### config.mk
export PLATFORM = sky130hd
export DESIGN_NAME = palindrome_arbiter
export DESIGN_NICKNAME = d
export VERILOG_FILES = /design/src/rtl/palindrome_arbiter.sv
export SDC_FILE = /design/constraint.sdc
export NUM_CORES = 1
export LEC_CHECK = 0
export ABC_CLOCK_PERIOD_IN_PS = 2750
export CORE_MARGIN = 2
export CORE_UTILIZATION = 35
export DETAILED_ROUTE_END_ITERATION = 10
export HOLD_SLACK_MARGIN = 0.12
export PLACE_DENSITY_LB_ADDON = 0.3
export SLEW_MARGIN = 15
export SYNTH_ARGS = -nofsm -noshare
export SYNTH_HDL_FRONTEND = slang
export SYNTH_SLANG_ARGS = --single-unit
### constraint.sdc
create_clock -name clk -period 2.75 [get_ports clk]
set_clock_uncertainty 0.15 [all_clocks]
set_input_delay 0.55 -clock clk [delete_from_list [all_inputs] [get_ports clk]]
set_output_delay 0.55 -clock clk [all_outputs]
set_load 0.05 [all_outputs]
### src/rtl/palindrome_arbiter.sv
// palindrome_arbiter
//   Round-robin arbiter over NUM_REQ requesters. The winner's operand is
//   captured, checked for bit-reversal symmetry, and the result is presented
//   on a valid/ready response port. Statistics counters track completed
//   responses and palindromic ones; both saturate.
// Ports
//   clk, rst_n           : clock, synchronous active-low reset
//   req, data_in         : per-requester request bit and packed operand bus
//   gnt                  : one-hot single-cycle accept pulse (combinational)
//   rsp_valid/rsp_ready  : response handshake
//   rsp_id               : index of the requester whose result is presented
//   rsp_palindrome       : 1 when the operand equals its bit reversal
//   busy                 : FSM not in IDLE
//   total_cnt, pal_cnt   : saturating response / palindrome counters
module palindrome_arbiter #(
  parameter int NUM_REQ = 4,
  parameter int WIDTH   = 8,
  parameter int CNT_W   = 16
) (
  input  logic                     clk,
  input  logic                     rst_n,
  input  logic [NUM_REQ-1:0]       req,
  input  logic [NUM_REQ*WIDTH-1:0] data_in,
  output logic [NUM_REQ-1:0]       gnt,
  output logic                     rsp_valid,
  input  logic                     rsp_ready,
  output logic [1:0]               rsp_id,
  output logic                     rsp_palindrome,
  output logic                     busy,
  output logic [CNT_W-1:0]         total_cnt,
  output logic [CNT_W-1:0]         pal_cnt
);

  typedef enum logic [1:0] {IDLE, CHECK, RESP} state_t;

  state_t                          state, nxt;
  logic [1:0]                      ptr;
  logic [1:0]                      id;
  logic [WIDTH-1:0]                operand;
  logic [WIDTH-1:0]                rev;
  logic                            pal_q;
  logic [NUM_REQ-1:0][WIDTH-1:0]   lane_data;
  logic [1:0]                      win;
  logic [1:0]                      idx;
  logic                            found;
  logic                            gnt_en;
  logic                            hs;

  assign lane_data = data_in;

  // Bit reversal of the captured operand.
  for (genvar j = 0; j < WIDTH; j++) begin : g_rev
    assign rev[j] = operand[WIDTH-1-j];
  end

  // Round-robin search starting at ptr; first pending requester wins.
  always_comb begin
    win   = '0;
    idx   = '0;
    found = 1'b0;
    for (int k = 0; k < NUM_REQ; k++) begin
      idx = ptr + 2'(k);
      if (!found && req[idx]) begin
        found = 1'b1;
        win   = idx;
      end
    end
  end

  assign gnt_en = rst_n && (state == IDLE) && found;
  assign gnt    = gnt_en ? (NUM_REQ'(1) << win) : '0;
  assign hs     = (state == RESP) && rsp_ready;

  always_comb begin
    nxt = state;
    case (state)
      IDLE:    if (|req) nxt = CHECK;
      CHECK:   nxt = RESP;
      RESP:    if (rsp_ready) nxt = IDLE;
      default: nxt = IDLE;
    endcase
  end

  always_ff @(posedge clk) begin
    if (!rst_n) begin
      state     <= IDLE;
      ptr       <= '0;
      id        <= '0;
      operand   <= '0;
      pal_q     <= 1'b0;
      total_cnt <= '0;
      pal_cnt   <= '0;
    end else begin
      state <= nxt;
      if (gnt_en) begin
        operand <= lane_data[win];
        id      <= win;
      end
      if (state == CHECK) pal_q <= (operand == rev);
      if (hs) begin
        // Next search starts just after the requester that was served.
        ptr <= id + 2'd1;
        if (total_cnt != '1) total_cnt <= total_cnt + CNT_W'(1);
        if (pal_q && (pal_cnt != '1)) pal_cnt <= pal_cnt + CNT_W'(1);
      end
    end
  end

  assign rsp_valid      = (state == RESP);
  assign busy           = (state != IDLE);
  assign rsp_id         = id;
  assign rsp_palindrome = pal_q;

endmodule

==> flow_summary.yaml <==
cts:
  clk_latency_ps: 290
  htreeDepth: 2
  cts_made_buffers: 5
  cts-hold-fix-buffers: 0
  clockBufferDepth: 2
  cts-root-buf: "clkbuf_8"
  cts_setup_buffers: 0
  cts_tree: "done"
  numClockSinks: 47
  path_clk_slew_ps: 80
routing:
  totalWireLength_um: 6210
  firstDrtPassIters: 4
  wl_per_cell_um: 13.1
  via_per_inst: 5.14
  drcViolationCount: 0
  ant_nets: 0
  drt_iter0_markers: 78
  vias: 2434
sta:
  setup_viol: 0
  finalMaxSlewViolations: 0
  rsz0062_at_grt: "false"
  maxSlewHeadroom: 0.644
  worst_pin_slew_ps: 533
  hold_viol: 0
  timing.final.crit_share: 0.955
  layout_min_cycle_time_ps: 2630
  max_freq_ghz: 0.381
worst_setup_path:
  crit_required_ps: 2050
  crit_path_max_fanout: 6
  cp.arrival_ps: 1930
  start_kind: "input pin"
  cp-end-kind: "primary output"
  critical_path_class: "input pin to primary output"
  crit_start: "req[3]"
  rr_startpoint: "pal_cnt[0]"
synth:
  synth_mux_area_frac: 0.0611
  ys.flop_type: "dfxtp_1"
  yosys.area_share.simple: 0.279
  yosysWarningCount: 0
  synthCells: 285
  synth_xor_area_frac: 0.0768
  synth_fp_nets: 326
  ys_async_sr_fraction: 0
  yosys.cell_types.count: 55
  yosysSeqAreaShare: 0.359
  synth-edff-count: 0
  synth_compound_area_frac: 0.181
  synth-adder-area-share: 0.00954
  ys_seq_elements: 47
  synth_area_um2: 2620
  synth_top_family_by_area: "simple AND/OR/NAND/NOR gates"
  post_synth.cell_area_avg_um2: 9.20
grt:
  grt.total_usage: 0.155
  grt.overflow.total: 0
  grt_pass1_vias: 2433
  antenna_found_initial: 0
  grt_max_degree: 54
  grt_pass1_wl_um: 10800
final_layout:
  n_fill_cell: 677
  antenna_cells: 0
  final_cell_mix: "clkdlybuf4s50_1, dfxtp_1, nand3_1, and2_1, nand2_1"
  final_cells: 474
  regArea_um2: 941
  fin_util: 0.517
  layout_commonest_cell: "clkdlybuf4s50_1"
  syn_to_final_growth_pct: 42.9
  layout-drive-gt1-share: 0.136
  fin_nets: 416
  multi_input_area_um2: 1620
floorplan:
  num_rows: 31
  core_um2: 7250
  die_w_um: 90.6
  io_pins: 80
  die_area_um2: 8200
  die_y_um: 90.6
  initial_core_util: 0.362
run:
  drv_cap: 0
power_and_ir_drop:
  switchingPower_mw: 0.384
  switching_share: 0.268
  ir_drop_v: 0.000173
  leakage_nw: 1.44
  power.share.sequential: 0.509
  clkPwrFrac: 0.288
  power_density_nw_per_um2: 383
  internal_power_mw: 1.05
  combPwrFrac: 0.203
placed_design:
  gp_congestion: 0.783
  dpl.cell_count: 467
  port_buffers: 79
  dp_hpwl_um: 4840
hold_path:
  hp-class: "flop to flop"
  min_from: "operand[2]"
status:
  status: "completed"
cell usage after synthesis (2+ instances only):
master / number / area [um^2]
and2_1: 20 / 125
a211o_1: 3 / 26.3
buf_6: 2 / 22.5
nor4_4: 2 / 42.5
nor3b_1: 2 / 15.0
nor4_1: 6 / 37.5
a21boi_0: 2 / 15.0
or2_2: 2 / 12.5
or3_1: 2 / 12.5
mux2i_1: 16 / 160
nand4_1: 8 / 50.1
and3_1: 3 / 18.8
ha_1: 2 / 25.0
nor3_1: 8 / 40.0
dfxtp_1: 47 / 941
or2_1: 2 / 12.5
o211ai_1: 7 / 52.6
a21oi_1: 3 / 15.0
o221ai_1: 5 / 43.8
nand2_1: 20 / 75.1
nor2b_1: 4 / 25.0
nor4b_1: 2 / 17.5
o211ai_2: 3 / 37.5
or4_1: 2 / 15.0
o21a_1: 7 / 52.6
inv_1: 4 / 15.0
nand3_1: 20 / 100
nor2_1: 8 / 30.0
xor2_1: 13 / 114
o31ai_1: 6 / 45.0
o31ai_2: 3 / 37.5
o21ai_0: 5 / 25.0
nand2b_1: 6 / 37.5
clkbuf_1: 9 / 33.8
xnor2_1: 10 / 87.6
and4_1: 2 / 17.5
through the flow:
step	total power [mW]	area [um^2]	hold WS (ps)	TNS, ps	worst slack, ps
3_3_place_gp	1.03	3640	344	-19.6	-9.90
2_1_floorplan	0.902	2630	324	-669	-334
4_1_cts	1.46	3740	373	0	7.13
3_5_place_dp	1.04	3640	350	-266	-104
5_1_grt	1.51	3750	391	0	83.8
6_report	1.43	3750	368	0	123
metal layers:
metal / GRT usage / vias to the layer above / wire, um
met4: 0.0346 / 0 / 50
met3: 0.0459 / 6 / 402
met2: 0.271 / 65 / 2890
met5: 0 / - / 0
met1: 0.188 / 1131 / 2870
li1: - / 1232 / -
area by class of cell:
class / count / share of cell area
clock inverters: 1 / 0.00134
clock buffers: 6 / 0.0220
multi-input cells: 220 / 0.432
flip-flops and latches: 47 / 0.251
inverters: 5 / 0.00501
well taps: 99 / 0.0331
repair buffers: 96 / 0.255
logic make-up after synthesis:
logic type               after synthesis
AND/OR/NAND/NOR                      124
AO/OA/AOI/OAI                         55
flip-flops                            47
XOR/XNOR                              23
buffers and inverters                 18
multiplexers                          16
adder cells (fa/ha/maj)                2
sequential cells by signal, summed over array words and instances (netlist names):
signal / cells
pal_cnt: 16
total_cnt: 16
operand: 8
ptr: 2
rsp_id: 2
state: 2
rsp_palindrome: 1
power groups by stage:
stage / Combinational (mW) / Clock, mW / Sequential (mW)
2_1_floorplan: 0.143 / 0 / 0.759
3_3_place_gp: 0.286 / 0 / 0.745
3_5_place_dp: 0.290 / 0 / 0.746
4_1_cts: 0.294 / 0.431 / 0.730
5_1_grt: 0.314 / 0.460 / 0.734
6_report: 0.291 / 0.413 / 0.730
worst max-delay path, stage by stage:
cell and delay [ps]:
dlygate4sd2_1 280, or2_1 280, o311ai_4 410, inv_2 100, nand2_2 110, nor2_2 50, buf_12 140
worst paths after layout:
kind	slack [ps]	end	cells after the start
worst min-delay path	370	operand[2]	2
worst max-delay path	120	gnt[1]	7
worst min register to register	370	operand[2]	2
worst max register to register	600	pal_cnt[3]	6
timing repair:
item | 4_1_cts | 5_1_grt
setup endpoints to repair | 4 | 4
pin swaps | 2 | 0
gates resized for setup | 6 | 2
No activity file was read; power rests on OpenSTA's default activity.
==> RTL edit, RTL diff (config.mk and constraints unchanged) <==
Encoding of `state_t`: now one-hot (3 bits for 3 states).
--- a/src/rtl/palindrome_arbiter.sv
+++ b/src/rtl/palindrome_arbiter.sv
@@ -31,7 +31,7 @@
   output logic [CNT_W-1:0]         pal_cnt
 );
 
-  typedef enum logic [1:0] {IDLE, CHECK, RESP} state_t;
+  typedef enum logic [2:0] {IDLE = 3'b001, CHECK = 3'b010, RESP = 3'b100} state_t;
 
   state_t                          state, nxt;
   logic [1:0]                      ptr;
Behaviour: no difference found for any inputs over 10 cycles, from zero or initial values and one cycle with rst_n low; not proved beyond that.
==> RTL edit against the original RTL <==
- cell area up 2.5%
- sequential share of layout area down 0.084 points
- worst setup slack worse by 0.060 ns
- sequential cell count increased by 1
- area after synthesis grew 1.8%
- sequential power grew 2.9%
- via count grew 8.0%
- maximum frequency fell by 2.2%
- critical endpoint is now gnt[2]
- combinational power rose by 11%
- power grew 5.2%
- wire length up 12%
==> RTL edit: results (changes against the original RTL) <==
[power]
p_sw_mw=0.420  ; was 0.384 mW
peakVddDrop_mv=0.182  ; was 0.173 mV
p_leak_nw=1.47  ; was 1.44 nW
p_clk_share_pct=28.9  ; was 28.8%
comb_power_mw=0.322  ; was 0.291 mW
p_seq_share_pct=49.8  ; was 50.9%

[placed_design]
place_congestion=0.838  ; was 0.783
place_area_um2=3720  ; was 3640 um2
hpwl_mm=5.38  ; was 4.84 mm
placed_cells=490  ; was 467
place_ws_ns=-0.0746  ; was -0.104 ns

[logic_synthesis]
synth_xor_area_share_pct=8.53  ; was 7.68%
synth.net_count=346  ; was 326
synth_area_leaders=dfxtp_1, xnor2_1, nand3_1  ; was dfxtp_1, mux2i_1, and2_1
synth_common_cells=dfxtp_1, nand3_1, nor2_1, xnor2_1, nand2_1  ; was dfxtp_1, and2_1, nand2_1, nand3_1, mux2i_1
seq_area_frac_synth_pct=36.0  ; was 35.9%
synth_compound_area_share_pct=14.6  ; was 18.1%
synthMuxAreaShare_pct=4.12  ; was 6.11%
synthDistinctLibCells=53  ; was 55
synth_fa_ha_area_share_pct=0.937  ; was 0.954%
synth_cells=305  ; was 285
syn_area_um2=2670  ; was 2620 um2

[setup_path]
cp_max_fo=4  ; was 6
crit_path_max_incr_delay_ns=0.52  ; was 0.41 ns
worstRegToRegCells=5  ; was 6
critPathSlowestCell=clkdlybuf4s50_1  ; was o311ai_4
critPathTopFamily=buffers and inverters  ; unchanged

[global_route]
grt_pass1_wl_mm=11.9  ; was 10.8 mm
grt_max_degree=18  ; was 54
antenna_found_initial=0  ; unchanged
grtUsageTotal_pct=17.2  ; was 15.5%
first_global_vias=2528  ; was 2433

[drt]
routed_wl_mm=6.94  ; was 6.21 mm
drt_iter0_drc=143  ; was 78
post_drt_via_cell_ratio=5.27  ; was 5.14

[final_layout]
drive_above_1_share_pct=13.8  ; was 13.6%
finish.cell_count_without_fillers=499  ; was 474
fin_nets=440  ; was 416
fillCellCount=689  ; was 677

[run_status]
status=finished, final reports clean  ; unchanged

[timing]
relSlewSlack_pct=65.2  ; was 64.4%

[worst_hold_path]
hold_depth=2  ; unchanged

## RTL edit: layout make-up
class	instances	area, um2	area share, %
Inverter	7	26.3	0.684
Clock inverter	2	10.0	0.261
Clock buffer	6	82.6	2.15
Sequential cell	48	961	25.0
Multi-Input combinational cell	237	1650	42.9
Timing Repair Buffer	100	988	25.7
Tap cell	99	124	3.23
## RTL edit: per-layer routing
metal / GRT usage (%) / share of wire [%] / vias up
li1: - / - / 1314
met1: 21.8 / 45 / 1233
met2: 29.8 / 49 / 74
met3: 3.49 / 5.1 / 8
met4: 4.42 / 0.94 / 0
met5: 0 / 0 / -
## RTL edit: worst paths after layout
| check | endpoint | start | slack, ns |
|---|---|---|---|
| setup / recovery | gnt[2] | req[3] | 0.06 |
| hold / removal | total_cnt[7] | total_cnt[7] | 0.35 |
| setup reg to reg | total_cnt[5] | total_cnt[4] | 0.61 |
| hold reg to reg | total_cnt[7] | total_cnt[7] | 0.35 |
